## src/rtl/easyaxi_rd_slice.sv

```systemverilog
// Registered AR/R read-path slice: one 2-entry skid buffer per channel, no input-to-output comb paths.
// Optional outstanding-burst limiter enabled by defining EASYAXI_RD_SLICE_OST_LIMIT_EN.

`ifndef AXI_ID_W
`define AXI_ID_W 4
`endif
`ifndef AXI_ADDR_W
`define AXI_ADDR_W 32
`endif
`ifndef AXI_LEN_W
`define AXI_LEN_W 8
`endif
`ifndef AXI_SIZE_W
`define AXI_SIZE_W 3
`endif
`ifndef AXI_BURST_W
`define AXI_BURST_W 2
`endif
`ifndef AXI_USER_W
`define AXI_USER_W 1
`endif
`ifndef AXI_DATA_W
`define AXI_DATA_W 32
`endif
`ifndef AXI_RESP_W
`define AXI_RESP_W 2
`endif

module easyaxi_rd_slice_skid #(
    parameter int W = 1
) (
    input  logic         clk,
    input  logic         rst_n,
    input  logic         in_valid,
    input  logic         in_en,
    output logic         in_ready,
    input  logic [W-1:0] in_data,
    output logic         out_valid,
    input  logic         out_ready,
    output logic [W-1:0] out_data
);
    logic         main_vld;
    logic [W-1:0] main_dat;
    logic         skid_full;
    logic [W-1:0] skid_dat;
    logic         in_hs;
    logic         out_hs;

    // in_en lets the parent gate acceptance (e.g. the outstanding limiter)
    assign in_hs     = in_valid & ~skid_full & in_en;
    assign out_hs    = main_vld & out_ready;
    assign in_ready  = ~skid_full;
    assign out_valid = main_vld;
    assign out_data  = main_dat;

    always_ff @(posedge clk) begin
        if (!rst_n) begin
            main_vld  <= 1'b0;
            main_dat  <= '0;
            skid_full <= 1'b0;
            skid_dat  <= '0;
        end else if (!main_vld || out_hs) begin
            if (skid_full) begin
                main_vld <= 1'b1;
                main_dat <= skid_dat;
                if (in_hs) skid_dat <= in_data;
                else       skid_full <= 1'b0;
            end else begin
                main_vld <= in_hs;
                if (in_hs) main_dat <= in_data;
            end
        end else if (in_hs) begin
            skid_dat  <= in_data;
            skid_full <= 1'b1;
        end
    end
endmodule

module easyaxi_rd_slice #(
    parameter int MAX_OST = 8,
    parameter int OST_W   = $clog2(MAX_OST + 1),
    parameter int ARW     = `AXI_ID_W + `AXI_ADDR_W + `AXI_LEN_W + `AXI_SIZE_W + `AXI_BURST_W + `AXI_USER_W,
    parameter int RW      = `AXI_ID_W + `AXI_DATA_W + `AXI_RESP_W + `AXI_USER_W
) (
    input  logic             clk,
    input  logic             rst_n,
    input  logic             up_arvalid,
    output logic             up_arready,
    input  logic [ARW-1:0]   up_arpld,
    output logic             dn_arvalid,
    input  logic             dn_arready,
    output logic [ARW-1:0]   dn_arpld,
    input  logic             dn_rvalid,
    output logic             dn_rready,
    input  logic [RW-1:0]    dn_rpld,
    input  logic             dn_rlast,
    output logic             up_rvalid,
    input  logic             up_rready,
    output logic [RW-1:0]    up_rpld,
    output logic             up_rlast,
    output logic [OST_W-1:0] ost_cnt
);
    logic ar_rdy;
    logic lim_ok;

    easyaxi_rd_slice_skid #(.W(ARW)) u_ar (
        .clk       (clk),
        .rst_n     (rst_n),
        .in_valid  (up_arvalid),
        .in_en     (lim_ok),
        .in_ready  (ar_rdy),
        .in_data   (up_arpld),
        .out_valid (dn_arvalid),
        .out_ready (dn_arready),
        .out_data  (dn_arpld)
    );

    // rlast rides in the top bit of the R skid word so it stays with its beat
    easyaxi_rd_slice_skid #(.W(RW + 1)) u_r (
        .clk       (clk),
        .rst_n     (rst_n),
        .in_valid  (dn_rvalid),
        .in_en     (1'b1),
        .in_ready  (dn_rready),
        .in_data   ({dn_rlast, dn_rpld}),
        .out_valid (up_rvalid),
        .out_ready (up_rready),
        .out_data  ({up_rlast, up_rpld})
    );

    assign up_arready = ar_rdy & lim_ok;

`ifdef EASYAXI_RD_SLICE_OST_LIMIT_EN
    logic ost_inc;
    logic ost_dec;

    assign lim_ok  = (ost_cnt < OST_W'(MAX_OST));
    assign ost_inc = up_arvalid & up_arready;
    assign ost_dec = dn_rvalid & dn_rready & dn_rlast;

    always_ff @(posedge clk) begin
        if (!rst_n) begin
            ost_cnt <= '0;
        end else if (ost_inc && !ost_dec) begin
            ost_cnt <= ost_cnt + 1'b1;
        end else if (ost_dec && !ost_inc && ost_cnt != '0) begin
            ost_cnt <= ost_cnt - 1'b1;
        end
    end

    a_no_underflow: assert property (@(posedge clk) disable iff (!rst_n)
        !(ost_dec && !ost_inc && ost_cnt == '0));
`else
    assign lim_ok  = 1'b1;
    assign ost_cnt = '0;
`endif
endmodule

```

## config.mk

```make
export PLATFORM = sky130hd
export DESIGN_NAME = easyaxi_rd_slice
export DESIGN_NICKNAME = d
export VERILOG_FILES = /design/src/rtl/easyaxi_rd_slice.sv
export SDC_FILE = /design/constraint.sdc
export NUM_CORES = 1
export LEC_CHECK = 0
export BUFFER_PORTS_ARGS = -buffer_cell sky130_fd_sc_hd__buf_2
export CAP_MARGIN = 20
export CORE_UTILIZATION = 49
export DETAILED_ROUTE_END_ITERATION = 10
export GPL_TIMING_DRIVEN = 0
export PLACE_DENSITY = 0.74
export SLEW_MARGIN = 20
export SYNTH_ARGS = -nofsm -noshare
export SYNTH_HDL_FRONTEND = slang
export SYNTH_HIERARCHICAL = 1
export SYNTH_SLANG_ARGS = --single-unit
```

## constraint.sdc

```tcl
create_clock -name clk -period 2 [get_ports clk]
set_input_delay 0.3 -clock clk [delete_from_list [all_inputs] [get_ports clk]]
set_output_delay 0.3 -clock clk [all_outputs]
set_load 0.01 [all_outputs]
```

==> results of run 1 <==
## registers in the layout (all words and copies together), names as in the netlist
name and flops:
u_ar/out_data 50, u_ar/out_valid 1, u_ar/skid_dat 50, u_ar/skid_full 1, u_r/out_data 40, u_r/out_valid 1, u_r/skid_dat 40, u_r/skid_full 1
## logic make-up (layout without fill, tap and decap cells)
family                 after synthesis  after routing
other                                2             12
AOI/OAI and AO/OA                   96             96
DFF                                184            184
and+or+nand+nor                    280            280
buffers and inverters               89            308
muxes                              180            180
## through the flow
stage | setup slack (ns) | total power, mW | utilization [%]
floorplan | 0.651 | 4.50 | -
global placement | 0.244 | 4.87 | 58.4
detailed placement | 0.245 | 4.88 | 58.4
CTS | 0.281 | 8.06 | 61.9
global route | 0.197 | 8.32 | 61.9
finish | 0.296 | 8.00 | 61.9
## per-layer routing
metal  part of all wire (%)  vias up  routed length [um]  track usage [%]
li1                       -     3324                   -                -
met1                     44     3170                8650             28.4
met2                     48      189                9390             38.9
met3                    6.7       12                1320             6.84
met4                   0.93        0                 182             6.49
met5                      0        -                   0                0
## power groups by stage
| stage | sequential [mW] | clock [mW] | combinational (mW) |
|---|---|---|---|
| after global routing | 3.91 | 3.41 | 0.998 |
| after global placement | 3.97 | 0 | 0.896 |
| final | 3.89 | 3.20 | 0.906 |
| after floorplan | 4.03 | 0 | 0.469 |
| after CTS | 3.89 | 3.25 | 0.913 |
| after detailed placement | 3.98 | 0 | 0.907 |
## critical path, delay by kind of cell, from the launching register on
kind	cells	cell delay, ns
buffers and inverters	2	0.86
AND/OR/NAND/NOR	2	0.23
flip-flops	1	0.33
AO/OA/AOI/OAI	1	0.17
## final timing paths
path | start | end | slack [ns] | cells after the start
worst max-delay path | u_ar/out_valid | u_ar/out_data[11] | 0.30 | 5
worst min-delay path | up_arpld[43] | u_ar/skid_dat[43] | 0.12 | 3
worst max register to register | u_ar/out_valid | u_ar/out_data[11] | 0.30 | 5
worst min register to register | u_ar/skid_dat[28] | u_ar/skid_dat[28] | 0.46 | 2
## synthesized netlist by cell type, drive strengths merged
cell	number
nand2	182
mux2i	180
conb	2
a21oi	2
nand2b	2
dfxtp	184
a21boi	2
buf	42
nand3	90
a21o	2
inv	2
nor3b	2
clkbuf	45
and2	2
nor3	2
o211a	90
## cell type report
class                   count  area share (%)
diodes                      2          0.0504
plain buffers              87            5.00
clock buffers              20            4.60
clock inverters            11            1.02
inverters                   2          0.0755
multi-input cells         566            40.0
flip-flops and latches    184            37.1
well taps                 216            2.72
repair buffers            188            9.47
==> flow_summary.yaml, run 1 <==
setup_path:
  cp_slowest_stage_delay_ns: 0.44
  path_class: "reg -> reg"
  crit_path_frequent_cell: "clkbuf_1"
  cp_cell_sequence: "nand2b_1, clkbuf_1, clkbuf_1, nand3_1, o211a_1"
  crit_path_end_kind: "register"
  cp.required_ns: 2.31
  critPathMaxFanout: 10
  critPathLaunchType: "register"
  arrival_ns: 2.02
  cp_slowest_cell: "clkbuf_1"
hold_path:
  min_path_type: "in -> reg"
yosys:
  syn_area_mm2: 0.00813
  yosysTopAreaCell: "dfxtp_1"
  synth_simple_gate_area_share_pct: 14.7
  synth.distinct_cells: 22
  synth_mux_area_share_pct: 22.2
  synthTopCellsByArea: "dfxtp_1 45%, mux2i_1 22%, o211a_1 11%"
  synth_top_area_share_pct: 45.3
  synthAdderAreaFrac_pct: 0
  syn_inst: 831
  synth_compound_area_share_pct: 11.6
  synth_seq_area_share_pct: 45.3
  synth.avg_cell_area_um2: 9.79
  ys_warn_count: 6
  synth.ff_latch_count: 184
  synth_top_family_by_area: "multiplexers"
  yosys.area_share.xor_xnor_pct: 0
placement:
  gp_congestion: 0.732
  dp.cells: 1243
  postPlaceCellArea_mm2: 0.00938
  place_hpwl_um: 14000
  io_buffers: 188
power:
  leakagePower_nw: 4.83
  switching_share_pct: 25.1
  combPwrFrac_pct: 11.3
  seqPwrFrac_pct: 48.7
  ir_worst_vdd_mv: 0.650
  p_clk_share_pct: 40.0
  switching_power_mw: 2.01
  p_int_mw: 5.99
  pwr_density_cell_mw_per_mm2: 805
cells_and_area:
  layout_commonest_cell: "buf_2"
  drive_above_1_share_pct: 24.8
  multi_input_area_mm2: 0.00398
  final.fill_count: 1366
  design_area_mm2: 0.00994
  mostFrequentLayoutCells: "201 x buf_2, 184 x dfxtp_1, 182 x nand2_1, 180 x mux2i_1"
  fin_cells: 1276
  syn2layout_area_growth_pct: 22.2
  ff_latch_area_mm2: 0.00368
  finish.net_count: 1142
clocking:
  cts_buffers: 17
  htreeDepth: 4
  clock_latency_ns: 0.43
  cts_tree: "done"
  clk_pin_slew_worst_paths_ns: 0.07
  cts_sinks: 184
  cts_hold_buffers: 0
  clock_path_buffers: 2
  cts-root-buf: "clkbuf_16"
  cts_resized: 0
  post-cts-setup-buffers: 0
route:
  ant_nets: 0
  drt_iter0_markers: 251
  route.vias.total: 6695
  route.detailed.drc: 0
  firstDrtPassIters: 5
  vias_per_cell: 5.25
  wire_per_inst_um: 15.3
  drt-total-wl_um: 19500
sta:
  setup_total_negative_slack_ns: 0
  post-route-period-util_pct: 85.2
  relSlewSlack_pct: 63.3
  slew_violations: 0
  post-route-min-period_ns: 1.70
  max_freq_mhz: 587
  whs_ns: 0.124
  finalHoldViolCount: 0
  final.setup_skew_ns: 0.00701
  worst_pin_slew_ns: 0.550
  setup_viol: 0
  rsz0062_at_grt: "no"
status:
  status: "complete, no violations"
floorplan:
  fp-row-count: 46
  num_io_pins: 194
  dieHeight_um: 131
  core_mm2: 0.0161
  dieArea_mm2: 0.0171
  initial_core_util_pct: 50.7
  die_w_um: 131
global_route:
  grt_pass1_wl_um: 30800
  antenna_found_initial: 0
  grt_max_degree: 17
  grt_overflow_total: 0
  grt_usage_pct: 23.0
  grt_pass1_vias: 6243
run:
  cap_violations: 0
Note: power is estimated with default switching activity, not from simulation.
==> inputs of run 2 (changes only) <==
--- a/config.mk
+++ b/config.mk
@@ -10,7 +10,7 @@
 export CORE_UTILIZATION = 49
 export DETAILED_ROUTE_END_ITERATION = 10
 export GPL_TIMING_DRIVEN = 0
-export PLACE_DENSITY = 0.74
+export PLACE_DENSITY_LB_ADDON = 0.1
 export SLEW_MARGIN = 20
 export SYNTH_ARGS = -nofsm -noshare
 export SYNTH_HDL_FRONTEND = slang
==> run 2 against run 1 <==
  * Worst hold slack gained 0.0027 ns
  * Non-clock buffer count is the same
  * Critical endpoint is now up_arready
  * Power grew 1.5%
  * First-iteration DRC count grew 15%
  * Largest cell class unchanged
  * Via count shrank 1.0%
  * Sequential cell count is the same
  * Largest power group unchanged
  * Count of clock-buffer cells in the layout grew 5
==> flow_summary.yaml, run 2 (synthesis results as in run 1) <==
status:
  status: "complete, no violations"
global_route:
  busiest_layer: "met2"
  grt_usage_pct: 23.0
  grt_pass1_wl_um: 30600
  grt_overflow_total: 0
  grt.met3_usage_pct: 7.13
  grt.met1_usage_pct: 27.1
  met2_usage_pct: 39.8
  grt_max_degree: 17
  antenna_found_initial: 1
  grt_pass1_vias: 6326
clocking:
  cts_sinks: 184
  cts-root-buf: "clkbuf_16"
  clock_latency_ns: 0.42
  clk_pin_slew_worst_paths_ns: 0.06
  htreeDepth: 4
  cts_tree: "done"
  cts_buffers: 17
  post-cts-setup-buffers: 0
  cts_hold_buffers: 0
  cts_resized: 0
  clock_path_buffers: 2
hold_path:
  whs_path_depth: 3
  hold_path_startpoint: "up_arpld[44]"
  min_path_type: "in -> reg"
  holdPathEnd: "u_ar/skid_dat[44]"
placement:
  gp_congestion: 0.741
  place_hpwl_um: 14100
  postPlaceCellArea_mm2: 0.00938
  io_buffers: 188
power:
  switching_share_pct: 24.2
  seqPwrFrac_pct: 47.9
  pwr_density_cell_mw_per_mm2: 815
  combPwrFrac_pct: 11.2
  p_int_mw: 6.16
  switching_power_mw: 1.96
  p_clk_share_pct: 40.9
  ir_worst_vdd_mv: 0.594
  leakagePower_nw: 4.85
setup_path:
  crit_path_end_kind: "output port"
  ff2ff_path_depth: 5
  reg2reg_to: "u_ar/skid_dat[34]"
  critPathLaunchType: "register"
  arrival_ns: 1.41
  cp.required_ns: 1.70
  ff2ff_setup_slack_ns: 0.32
  reg2reg_from: "u_ar/out_valid"
  path_class: "reg -> out"
  critPathMaxFanout: 10
cells_and_area:
  mostFrequentLayoutCells: "201 x buf_2, 184 x dfxtp_1, 182 x nand2_1, 180 x mux2i_1"
  finish.net_count: 1142
  drive_above_1_share_pct: 24.8
  syn2layout_area_growth_pct: 22.5
  layout_commonest_cell: "buf_2"
  design_area_mm2: 0.00996
  fin_util_pct: 62.1
route:
  firstDrtPassIters: 5
  route.detailed.drc: 0
  drt-total-wl_um: 19700
  drt_iter0_markers: 289
  wire_per_inst_um: 15.5
  route.vias.total: 6626
  ant_nets: 0
  vias_per_cell: 5.20
sta:
  post-route-period-util_pct: 85.3
  post-route-min-period_ns: 1.71
  final.setup_skew_ns: 0.00796
  rsz0062_at_grt: "no"
  relSlewSlack_pct: 66.1
  setup_viol: 0
  slew_violations: 0
  worst_pin_slew_ns: 0.509
  whs_ns: 0.127
  setup_total_negative_slack_ns: 0
  max_freq_mhz: 586
  finalHoldViolCount: 0
floorplan:
  dieHeight_um: 131
  num_io_pins: 194
  die_w_um: 131
  fp-row-count: 46
  initial_core_util_pct: 50.7
  dieArea_mm2: 0.0171
  core_mm2: 0.0161
run:
  cap_violations: 0
run 2: changes by cell type in the layout (fill, tap and decap cells not counted), sizes merged:
cell / before / now
clkinv: 9 / 3
clkbuf: 65 / 70
diode: 2 / 1
inv: 2 / 3
run 2: cell type report:
| type | instances | area [um^2] |
|---|---|---|
| Timing Repair Buffer | 188 | 941 |
| Multi-Input combinational cell | 566 | 3980 |
| Tap cell | 216 | 270 |
| Clock inverter | 6 | 61.3 |
| Inverter | 2 | 7.51 |
| Buffer | 87 | 497 |
| Sequential cell | 184 | 3680 |
| Clock buffer | 25 | 526 |
| Fill cell | 1411 | 6090 |
| Antenna cell | 1 | 2.50 |
run 2: power by group through the flow:
| stage | Sequential [mW] | Clock [mW] | Combinational, mW |
|---|---|---|---|
| 2_1_floorplan | 4.03 | 0 | 0.469 |
| 3_3_place_gp | 3.97 | 0 | 0.905 |
| 3_5_place_dp | 3.97 | 0 | 0.912 |
| 4_1_cts | 3.89 | 3.41 | 0.917 |
| 5_1_grt | 3.91 | 3.55 | 1.00 |
| 6_report | 3.89 | 3.33 | 0.909 |
run 2: stage by stage:
stage,setup slack [ns],cells,total power [mW]
finish,0.294,1275,8.12
global route,0.192,1275,8.46
CTS,0.268,1274,8.22
detailed placement,0.209,1243,4.88
global placement,0.219,1243,4.87
floorplan,0.651,839,4.50
run 2: critical path, stage by stage (launching register included):
cell	delay, ns
dfxtp_1	0.34
buf_6	0.15
buf_2	0.29
inv_1	0.06
buf_2	0.14
run 2: routing by layer:
metal  wire length (um)  vias to the layer above  share of wire, %
met5                  0                        -                 0
met4                243                        0               1.2
met3               1230                       17               6.2
met2               9500                      158                48
met1               8740                     3130                44
li1                   -                     3321                 -
run 2: worst max-delay path by stage:
| stage | from | end | slack, ns | cells after the start |
|---|---|---|---|---|
| 5_1_grt | u_ar/skid_full | up_arready | 0.19 | 4 |
| 3_3_place_gp | dn_arready | u_ar/skid_dat[26] | 0.22 | 6 |
| 2_1_floorplan | u_ar/skid_full | u_ar/out_data[0] | 0.65 | 7 |
| 3_5_place_dp | dn_arready | u_ar/skid_dat[34] | 0.21 | 6 |
| 6_report | u_ar/skid_full | up_arready | 0.29 | 4 |
| 4_1_cts | u_ar/skid_full | up_arready | 0.27 | 4 |
==> inputs of run 3 (changes only) <==
--- a/config.mk
+++ b/config.mk
@@ -11,6 +11,7 @@
 export DETAILED_ROUTE_END_ITERATION = 10
 export GPL_TIMING_DRIVEN = 0
 export PLACE_DENSITY_LB_ADDON = 0.1
+export SKIP_LAST_GASP = 1
 export SLEW_MARGIN = 20
 export SYNTH_ARGS = -nofsm -noshare
 export SYNTH_HDL_FRONTEND = slang
==> constraint.sdc (replaced) <==
create_clock -name clk -period 2 [get_ports clk]
set_input_delay 0.1 -clock clk [delete_from_list [all_inputs] [get_ports clk]]
set_output_delay 0.1 -clock clk [all_outputs]
set_load 0.01 [all_outputs]
==> run 3 against run 2 <==
  * Setup slack improved by 0.013 ns
  * Sequential share of layout area fell by 3.1 points
  * Utilization rose by 5.7 points
  * Power rose by 1.9%
  * Worst hold slack got worse by 0.063 ns
  * Die area did not move
  * Cell count rose by 7.1%
  * Sequential cell count did not move
  * Clock skew fell by 0.0011 ns
  * Sequential power barely moved
  * Critical path type is now reg -> reg
  * Wire length rose by 5.4%
  * Design area rose by 9.1%
==> flow_summary.yaml, run 3 (synthesis results as in run 1) <==
power:
  combPwrFrac_pct: 12.8
  seqPwrFrac_pct: 47.0
  pwr_density_cell_mw_per_mm2: 761
  p_clk_share_pct: 40.2
  leakagePower_nw: 5.23
  switching_power_mw: 2.00
  switching_share_pct: 24.2
  ir_worst_vdd_mv: 0.593
  p_int_mw: 6.28
global_route:
  grt_usage_pct: 24.1
  grt_max_degree: 17
  grt_overflow_total: 0
  antenna_found_initial: 0
  grt_pass1_vias: 6757
  grt_pass1_wl_um: 32300
status:
  status: "complete, no violations"
placement:
  place_hpwl_um: 14100
  io_buffers: 188
  postPlaceCellArea_mm2: 0.00938
  dp.cells: 1243
  gp_congestion: 0.741
floorplan:
  die_w_um: 131
  core_mm2: 0.0161
  dieHeight_um: 131
  fp-row-count: 46
  num_io_pins: 194
  dieArea_mm2: 0.0171
  initial_core_util_pct: 50.7
clocking:
  cts_tree: "done"
  clock_latency_ns: 0.42
  clk_pin_slew_worst_paths_ns: 0.06
  htreeDepth: 4
  clock_path_buffers: 2
  cts_buffers: 17
  cts_sinks: 184
  post-cts-setup-buffers: 0
  cts-root-buf: "clkbuf_16"
route:
  firstDrtPassIters: 4
  route.detailed.drc: 0
  wire_per_inst_um: 15.2
  drt-total-wl_um: 20800
  route.vias.total: 7042
  vias_per_cell: 5.16
  drt_iter0_markers: 340
  ant_nets: 0
hold_path:
  min_path_type: "in -> reg"
sta:
  final.setup_skew_ns: 0.00683
  finalHoldViolCount: 0
  post-route-period-util_pct: 84.6
  post-route-min-period_ns: 1.69
  setup_viol: 0
  rsz0062_at_grt: "no"
  slew_violations: 0
  max_freq_mhz: 591
  setup_total_negative_slack_ns: 0
  worst_pin_slew_ns: 0.533
  relSlewSlack_pct: 64.4
setup_path:
  critPathLaunchType: "register"
  arrival_ns: 2.04
  crit_path_end_kind: "register"
  cp.required_ns: 2.35
  path_class: "reg -> reg"
  critPathMaxFanout: 10
cells_and_area:
  layout_commonest_cell: "buf_2"
  fin_cells: 1365
  drive_above_1_share_pct: 22.8
  mostFrequentLayoutCells: "201 x buf_2, 184 x dfxtp_1, 182 x nand2_1, 180 x mux2i_1, 91 x dlygate4sd3_1"
  multi_input_area_mm2: 0.00398
  syn2layout_area_growth_pct: 33.7
  antennaDiodeCount: 0
  design_area_mm2: 0.0109
  final.fill_count: 1335
  ff_latch_area_mm2: 0.00368
  finish.net_count: 1233
run:
  cap_violations: 0
[run 3: cell count changes in the layout (fill, tap and decap cells not counted), sizes merged]
cell and change:
dlygate4sd3 +91, diode -1
[run 3: power by group through the flow]
| stage | Combinational, mW | Sequential [mW] | Clock, mW |
|---|---|---|---|
| final | 1.06 | 3.89 | 3.33 |
| after global routing | 1.16 | 3.91 | 3.55 |
| after CTS | 1.06 | 3.89 | 3.41 |
| after detailed placement | 0.912 | 3.97 | 0 |
| after global placement | 0.905 | 3.97 | 0 |
| after floorplan | 0.469 | 4.03 | 0 |
[run 3: final timing paths]
check	startpoint	endpoint	slack, ns	cells after the start
min	up_arvalid	u_ar/out_valid	0.06	3
max reg2reg	u_ar/out_valid	u_ar/skid_dat[34]	0.31	5
min reg2reg	u_ar/skid_dat[19]	u_ar/skid_dat[19]	0.46	2
max	u_ar/out_valid	u_ar/skid_dat[34]	0.31	5
[run 3: timing repair]
item                                   CTS  global route
hold buffers                            91             0
endpoints found under the hold margin   91             0
resized for setup                        0             0
setup endpoints to repair                0             0
[run 3: layer usage]
metal	vias up	track usage (%)	part of all wire, %
li1	3499	-	-
met1	3350	28.6	45
met2	173	42.7	49
met3	20	5.94	4.8
met4	0	7.37	1.1
met5	-	0	0
[run 3: layout make-up]
| class | instances | share of cell area [%] |
|---|---|---|
| multi-input combinational | 566 | 36.6 |
| buffer | 87 | 4.57 |
| clock buffer | 25 | 4.83 |
| clock inverter | 6 | 0.564 |
| inverter | 2 | 0.0690 |
| tap | 216 | 2.49 |
| sequential | 184 | 33.9 |
| timing repair buffer | 279 | 17.0 |
[run 3: worst max-delay path: stages, from the launching register on]
cell and delay [ns]:
dfxtp_1 0.34, nand2b_1 0.06, clkbuf_1 0.26, nor3_2 0.43
buf_4 0.31, mux2i_1 0.23
[run 3: through the flow]
step | power (mW) | worst slack, ns | util [%] | hold WS (ns)
6_report | 8.28 | 0.308 | 67.7 | 0.0638
5_1_grt | 8.62 | 0.195 | 67.7 | 0.0912
4_1_cts | 8.36 | 0.334 | 67.7 | 0.0451
3_5_place_dp | 4.88 | 0.361 | 58.4 | 0.366
3_3_place_gp | 4.87 | 0.356 | 58.4 | 0.360
2_1_floorplan | 4.50 | 0.651 | - | 0.242
